==> config.mk <==
export PLATFORM = sky130hd
export DESIGN_NAME = iter_shifter
export DESIGN_NICKNAME = d
export VERILOG_FILES = /design/src/rtl/iter_shifter_pkg.sv /design/src/rtl/iter_shifter_step.sv /design/src/rtl/iter_shifter.sv
export SDC_FILE = /design/constraint.sdc
export NUM_CORES = 1
export LEC_CHECK = 0
export BUFFER_PORTS_ARGS = -buffer_cell sky130_fd_sc_hd__buf_2
export CORE_MARGIN = 2
export CORE_UTILIZATION = 40
export CTS_CLUSTER_DIAMETER = 60
export DETAILED_ROUTE_END_ITERATION = 16
export PLACE_DENSITY_LB_ADDON = 0.05
export SYNTH_ARGS = -nofsm -noshare
export SYNTH_HDL_FRONTEND = slang
export SYNTH_SLANG_ARGS = --single-unit
==> constraint.sdc <==
create_clock -name clk -period 3.4 [get_ports clk]
set_clock_uncertainty 0.15 [all_clocks]
set_input_delay 0.68 -clock clk [delete_from_list [all_inputs] [get_ports clk]]
set_output_delay 0.68 -clock clk [all_outputs]
set_load 0.05 [all_outputs]
==> src/rtl/iter_shifter_pkg.sv <==
// Shared definitions for the iterative shifter: op codes, FSM states and the
// per-cycle step limit of the 4:1 mux step stage.
package iter_shifter_pkg;

    localparam logic [1:0] OP_LSL = 2'b00;
    localparam logic [1:0] OP_LSR = 2'b01;
    localparam logic [1:0] OP_ASR = 2'b10;
    localparam logic [1:0] OP_ROR = 2'b11;

    // Largest shift one step stage can apply; a 4:1 mux covers 0..3.
    localparam int STEP_MAX = 3;

    typedef enum logic [1:0] {
        S_IDLE  = 2'd0,
        S_SHIFT = 2'd1,
        S_DONE  = 2'd2
    } state_e;

endpackage

==> src/rtl/iter_shifter_step.sv <==
// Combinational shift step: moves the operand 0..3 positions in one of the
// four modes. Each result bit is a 4:1 mux over the candidates for k=0..3.
module iter_shifter_step
    import iter_shifter_pkg::*;
#(
    parameter int WIDTH = 32
) (
    input  logic [WIDTH-1:0] a,
    input  logic [1:0]       op,
    input  logic [1:0]       k,
    output logic [WIDTH-1:0] y,
    output logic             cout
);

    logic fill;

    // Vacated MSBs take the sign bit only for ASR; LSR fills with zero.
    assign fill = (op == OP_ASR) ? a[WIDTH-1] : 1'b0;

    genvar gi, gk;
    generate
        for (gi = 0; gi < WIDTH; gi++) begin : g_bit
            logic [3:0] cand;
            for (gk = 0; gk < 4; gk++) begin : g_amt
                logic lsl_b;
                logic rsh_b;
                logic ror_b;
                if (gi >= gk) begin : g_lsl_in
                    assign lsl_b = a[gi-gk];
                end else begin : g_lsl_zero
                    assign lsl_b = 1'b0;
                end
                if (gi + gk < WIDTH) begin : g_rsh_in
                    assign rsh_b = a[gi+gk];
                    assign ror_b = a[gi+gk];
                end else begin : g_rsh_wrap
                    assign rsh_b = fill;
                    assign ror_b = a[gi+gk-WIDTH];
                end
                assign cand[gk] = (op == OP_LSL) ? lsl_b :
                                  (op == OP_ROR) ? ror_b : rsh_b;
            end
            assign y[gi] = cand[k];
        end
    endgenerate

    // Carry is the last bit pushed out of the word; for ROR it is the new MSB.
    always_comb begin
        cout = 1'b0;
        if (k != 2'd0) begin
            case (op)
                OP_LSL: begin
                    case (k)
                        2'd1:    cout = a[WIDTH-1];
                        2'd2:    cout = a[WIDTH-2];
                        default: cout = a[WIDTH-3];
                    endcase
                end
                OP_ROR: cout = y[WIDTH-1];
                default: begin
                    case (k)
                        2'd1:    cout = a[0];
                        2'd2:    cout = a[1];
                        default: cout = a[2];
                    endcase
                end
            endcase
        end
    end

endmodule

==> src/rtl/iter_shifter.sv <==
// Multi-cycle shifter beside the ALU. Accepts one request in IDLE, shifts at
// most three positions per cycle, then pulses done with the result and carry.
module iter_shifter
    import iter_shifter_pkg::*;
#(
    parameter int WIDTH = 32,
    parameter int SAW   = $clog2(WIDTH)
) (
    input  logic             clk,
    input  logic             rst,
    input  logic             start,
    input  logic [1:0]       op,
    input  logic [WIDTH-1:0] d_in,
    input  logic [SAW-1:0]   shamt,
    output logic             busy,
    output logic             done,
    output logic [WIDTH-1:0] d_out,
    output logic             carry
);

    state_e           state;
    logic [WIDTH-1:0] acc;
    logic [1:0]       op_r;
    logic [SAW-1:0]   rem;
    logic [1:0]       k;
    logic [SAW-1:0]   rem_next;
    logic [WIDTH-1:0] step_y;
    logic             step_cout;

    // Step size is the remaining count clipped to the stage limit, so rem
    // can never underflow.
    always_comb begin
        k = rem[1:0];
        if (rem > SAW'(STEP_MAX)) begin
            k = 2'(STEP_MAX);
        end
        rem_next = rem - SAW'(k);
    end

    iter_shifter_step #(
        .WIDTH (WIDTH)
    ) u_step (
        .a    (acc),
        .op   (op_r),
        .k    (k),
        .y    (step_y),
        .cout (step_cout)
    );

    // Control FSM with registered outputs; d_out and carry load only on the
    // transition into DONE so they hold steady between operations.
    always_ff @(posedge clk or posedge rst) begin
        if (rst) begin
            state <= S_IDLE;
            acc   <= '0;
            op_r  <= '0;
            rem   <= '0;
            busy  <= 1'b0;
            done  <= 1'b0;
            d_out <= '0;
            carry <= 1'b0;
        end else begin
            done <= 1'b0;
            case (state)
                S_IDLE: begin
                    if (start) begin
                        acc  <= d_in;
                        op_r <= op;
                        rem  <= shamt;
                        busy <= 1'b1;
                        if (shamt == '0) begin
                            state <= S_DONE;
                            done  <= 1'b1;
                            d_out <= d_in;
                            carry <= 1'b0;
                        end else begin
                            state <= S_SHIFT;
                        end
                    end
                end
                S_SHIFT: begin
                    acc <= step_y;
                    rem <= rem_next;
                    if (rem_next == '0) begin
                        state <= S_DONE;
                        done  <= 1'b1;
                        d_out <= step_y;
                        carry <= step_cout;
                    end
                end
                S_DONE: begin
                    state <= S_IDLE;
                    busy  <= 1'b0;
                end
                default: begin
                    state <= S_IDLE;
                    busy  <= 1'b0;
                end
            endcase
        end
    end

endmodule

Word level (Yosys, flattened, before mapping)
Cells that the tools add are included.
{ "op_classes": {"add_sub_neg": 1, "n_lt_le_gt_ge": 2, "eq_ne": 8, "n_mux": 190, "n_bitwise": 1, "reduce_logical": 11} }
{ "ops": {"columns": ["cell", "count"], "rows": [
  ["two-way mux 1 bit", 139],
  ["two-way mux 32 bit", 4],
  ["one-hot mux 32 bit (2 select lines)", 2],
  ["binary-select mux 1 bit (select 2 bit)", 32],
  ["one-hot mux 1 bit (2 select lines)", 6],
  ["logical NOT 5 bit", 2],
  ["one-hot mux 5 bit (2 select lines)", 1],
  ["two-way mux 2 bit", 4],
  ["AND reduction 2 bit", 4],
  ["equality test 2 bit (second input constant)", 3],
  ["inequality test 2 bit (second input constant)", 3],
  ["greater-than comparator 5 x 2 -> 1 bit (second input constant)", 1],
  ["two-way mux 5 bit", 1],
  ["subtractor 5 x 2 -> 5 bit", 1],
  ["equality test 2 x 1 -> 1 bit (second input constant)", 2],
  ["logical NOT 2 bit", 2],
  ["one-hot mux 2 bit (2 select lines)", 1],
  ["AND reduction 4 bit", 1],
  ["nonzero test 2 bit", 2],
  ["< comparator 2 x 3 -> 1 bit (second input constant)", 1],
  ["inverter 1 bit", 1]
]} }
{ "word_totals": {"reg_bits": 76, "in_bits": 42, "output_inout_bits": 35, "wordCells": 221} }

Longest topological paths before layout
{ "logic_depth": {"word_depth": 10, "ltp_mapped": 12, "depth_no_buf": 8} }

By module
Synthesis repeated with hierarchy kept, for this count alone.
{ "unflattened": {"cells_unflattened": 585, "area_unflattened_um2": 5616.6} }
{ "modules_own_cells": {"columns": ["mod", "n_inst", "cells_per_inst", "area_per_inst_um2", "seq_area_each_um2"], "rows": [
  ["iter_shifter", 1, 341, 3708.6, 1901.8],
  ["iter_shifter_step", 1, 244, 1908.1, 0.0]
]} }

Least setup slack after synthesis
OpenSTA, ideal clock, no wires.
{ "synth_timing": {"path_type": "flip-flop to flip-flop", "from": "register rem[2]", "to": "register d_out[17]", "setup_ns": 0.125, "arrival_time_ns": 2.762, "t_required_ns": 3.125, "setup_slack_ns": 0.363, "path_stages_with_launch": 12, "n_path_buf": 3, "synth_period_minus_slack_ns": 3.037, "cell_sequence": "dfrtp_1 -> clkbuf_1 -> nor3_1 -> or2_2 -> ha_1 -> nor4b_1 -> a22oi_1 -> o22ai_1 -> and2_1 -> buf_2 -> buf_2 -> mux2_2"} }
{ "synth_via": {"elab_chain_len": 6, "word_cells_on_any_way": 10, "classes_between": "add/sub: 1; order compare: 1; eq/ne: 1; mux: 5; reduce/logical: 2"} }
{ "synth_rtl": {"columns": ["element", "line_no", "source"], "rows": [
  ["from (decl)", "iter_shifter.sv:24", "logic [SAW-1:0] rem;"],
  ["from (signal assigned)", "iter_shifter.sv:69", "rem <= shamt;"],
  ["from (signal assigned)", "iter_shifter.sv:83", "rem <= rem_next;"],
  ["greater-than comparator 5 x 2 -> 1 bit", "iter_shifter.sv:34", "if (rem > SAW'(STEP_MAX)) begin"],
  ["two-way mux 2 bit", "iter_shifter.sv:34", null],
  ["subtractor 5 x 2 -> 5 bit / binary-select mux 1 bit (select 2 bit) (equally long branches)", "iter_shifter.sv:37, iter_shifter_step.sv:43", null],
  ["logical NOT 5 bit / two-way mux 1 bit (equally long branches)", "iter_shifter.sv:84, iter_shifter_step.sv:43", null],
  ["inequality test 2 bit (no line) / two-way mux 32 bit (equally long branches)", null, null],
  ["AND reduction 4 bit (no line) / one-hot mux 32 bit (2 select lines) (equally long branches)", null, null],
  ["to (signal assigned)", "iter_shifter.sv:74", "d_out <= d_in;"],
  ["to (signal assigned)", "iter_shifter.sv:87", "d_out <= step_y;"],
  ["to (decl)", "iter_shifter.sv:17", "output logic [WIDTH-1:0] d_out,"]
]} }
Several ways; a longest one is shown, not always the timed one. The select of a mux whose other input is x is not followed.
A chain may end at the register's enable or synchronous reset.

Worst setup path in the final report
{ "layout_timing": {"from": "register rem[4]", "to": "register d_out[6]"} }
Same word-level chain as after synthesis.

==> impl_metrics.env <==
export IMPL_gr_total_overflow=0
export IMPL_synth_cells=615
export IMPL_routed_wl_um=16450
export IMPL_max_stage_delay_ps=490
export IMPL_cp_max_fo=14
export IMPL_rsz0062_at_grt="false"
export IMPL_worstSetupPathType="reg2reg"
export IMPL_gp_congestion=0.9041
export IMPL_synth_seq_cells=76
export IMPL_drc=0
export IMPL_grt_pass1_wl_um=27120
export IMPL_post_cts_resize_count=0
export IMPL_synth_edff_count=0
export IMPL_fillers=1299
export IMPL_synth_top_area_share=0.3656
export IMPL_cts_htree_levels=3
export IMPL_status="complete, no violations"
export IMPL_register_area_um2=1902
export IMPL_layout_commonest_cell="nand2_1"
export IMPL_fin_area_um2=5989
export IMPL_die_h_um=118.0
export IMPL_start_util=0.4105
export IMPL_cts_path_max_buffers=2
export IMPL_io_buffers=76
export IMPL_period_minus_slack_ps=2909
export IMPL_antenna_found_initial=0
export IMPL_post_route_period_util=0.8557
export IMPL_worst_pin_slew_ps=1008
export IMPL_finalSetupViolations=0
export IMPL_cts_tree="built"
export IMPL_multi_input_area_um2=2969
export IMPL_synth_nets=665
export IMPL_first_global_vias=4836
export IMPL_finalHoldViolCount=0
export IMPL_place_hpwl_um=11470
export IMPL_cp_arrival_ps=2990
export IMPL_drv_slew=0
export IMPL_wl_per_cell_um=19.44
export IMPL_io_pin_count=77
export IMPL_cts_hold_buf=0
export IMPL_antenna_left=0
export IMPL_drive_gt1_frac=0.2315
export IMPL_dieArea_um2=13930
export IMPL_worstReg2RegEnd="d_out[6]$_DFFE_PP0P_"
export IMPL_cpLargestDelayFamily="simple AND/OR/NAND/NOR gates"
export IMPL_synthTopCellsByArea="dfrtp_1 37%, nand2_1 7.1%, a21oi_1 6.7%"
export IMPL_gr_usage_met3=0.04409
export IMPL_dr_first_iter_drc_count=356
export IMPL_place_area_um2=5738
export IMPL_clkSinkCount=76
export IMPL_reg2reg_from="rem[4]$_DFFE_PP0P_"
export IMPL_fp_dieW_um=118.0
export IMPL_seq_area_frac_synth=0.3656
export IMPL_ff2ff_setup_slack_ps=490
export IMPL_crit_chain="nor3_1 > or2_2 > ha_1 > nor4b_1 > a22oi_1 > o22ai_2 > and2_1 > buf_4 > mux2_2"
export IMPL_maxCapViolCount=0
export IMPL_cts_made_buffers=9
export IMPL_reg2regPathDepth=9
export IMPL_ys_types=64
export IMPL_via_count=4937
export IMPL_globalRouteTotalUtil=0.2451
export IMPL_crit_buf_inv=1
export IMPL_cpMaxStageDelayCell="dfrtp_1"
export IMPL_placement_rows=41
export IMPL_nets=720
export IMPL_startpoint_type="flop"
export IMPL_cp_required_ps=3480
export IMPL_core_um2=12670
export IMPL_first_pass_iters=5
export IMPL_setup_tns_ps=0
export IMPL_final_cell_mix="99 x nand2_1, 76 x dfrtp_1, 76 x buf_2"
export IMPL_met2_usage=0.3783
export IMPL_avgSynthCellArea_um2=8.457
export IMPL_grt_max_degree=67
export IMPL_diodes=0
export IMPL_startpoint="rem[4]$_DFFE_PP0P_"
export IMPL_timing_fmax_ghz=0.3437
export IMPL_busiest_layer="met2"
export IMPL_end_kind="flop"
export IMPL_yosys_warnings=0
export IMPL_use_met1=0.3581
export IMPL_clk_pin_slew_ps=60
export IMPL_root_buffer="clkbuf_16"
export IMPL_min_path_type="in2async"
export IMPL_postCtsSetupRepairBufs=0
export IMPL_insertion_delay_ps=340
export IMPL_synth_top_area_cell="dfrtp_1"
export IMPL_synth_cell_area_um2=5201
export IMPL_areaGrowthSynthToFinish_pct=15.16
export IMPL_ys_flop_type="dfrtp_1"
export IMPL_maxSlewHeadroom=0.3274
export IMPL_viasPerCell=5.836
export IMPL_synthArstFlopShare=1.000
-- per-layer routing --
metal,part of all wire,vias up
met5,0,-
met2,0.45,158
met4,0.014,0
met3,0.052,22
met1,0.48,2403
li1,-,2354
-- cells by family (layout without fill, tap and decap cells) --
logic type	Yosys count	in the layout	share of synthesized area
adder cells (fa/ha/maj)	8	8	0.01925
AO/OA/AOI/OAI	198	198	0.2615
buffers and inverters	70	129	0.06784
AND/OR/NAND/NOR	223	223	0.1951
multiplexers	40	40	0.09069
flip-flops	76	76	0.3656
-- how the worst max path moves through the flow --
stage,end,slack (ps),depth (start not counted)
final,d_out[6]$_DFFE_PP0P_,490,9
after global routing,d_out[6]$_DFFE_PP0P_,200,9
after CTS,d_out[6]$_DFFE_PP0P_,510,9
after detailed placement,d_out[17]$_DFFE_PP0P_,520,9
after global placement,d_out[11]$_DFFE_PP0P_,610,7
after floorplan,d_out[17]$_DFFE_PP0P_,360,11
-- flip-flops by register name, indices dropped and copies added (netlist names) --
signal  flops
acc        32
op_r        2
done        1
carry       1
state       2
d_out      32
rem         5
busy        1
-- through the flow --
stage	utilization	setup WS [ps]	hold WS (ps)	instances
final	0.4727	490.6	263.5	846
after global routing	0.4727	195.4	328.0	846
after CTS	0.4727	507.4	288.6	846
after detailed placement	0.4528	519.1	342.3	831
after global placement	0.4528	607.6	331.0	831
after floorplan	-	363.2	344.2	615
-- cell usage after synthesis, types with 3 or more instances --
cell type and n:
nand2_1 99, a2111oi_2 9, o221ai_1 3, a311oi_1 10
nand2b_1 14, buf_6 6, o22ai_1 6, nor3b_1 3
and3_1 3, o21ai_0 27, a211oi_1 11, o211ai_1 3
a221oi_1 5, nand3_1 20, mux2i_1 19, a21oi_1 70
a31oi_1 11, mux2_2 17, inv_1 13, nor2b_1 11
o31ai_1 5, ha_1 8, buf_4 3, and2_1 5
nand3b_1 3, mux4_2 4, nor3_1 12, o21ai_1 5
clkbuf_1 28, dfrtp_1 76, a41oi_1 3, a21o_1 4
buf_2 15, nor2_1 45, a22oi_1 3
-- cell type report --
cell class	count	share of cell area
clock buffer	12	0.03948
clock inverter	3	0.002507
inverter	15	0.01024
multi-input combinational	469	0.4957
sequential	76	0.3175
tap	172	0.03593
timing repair buffer	99	0.09860
Power is not shown: default switching activity piles up to over one toggle a cycle in this logic, so the estimate is an artifact.
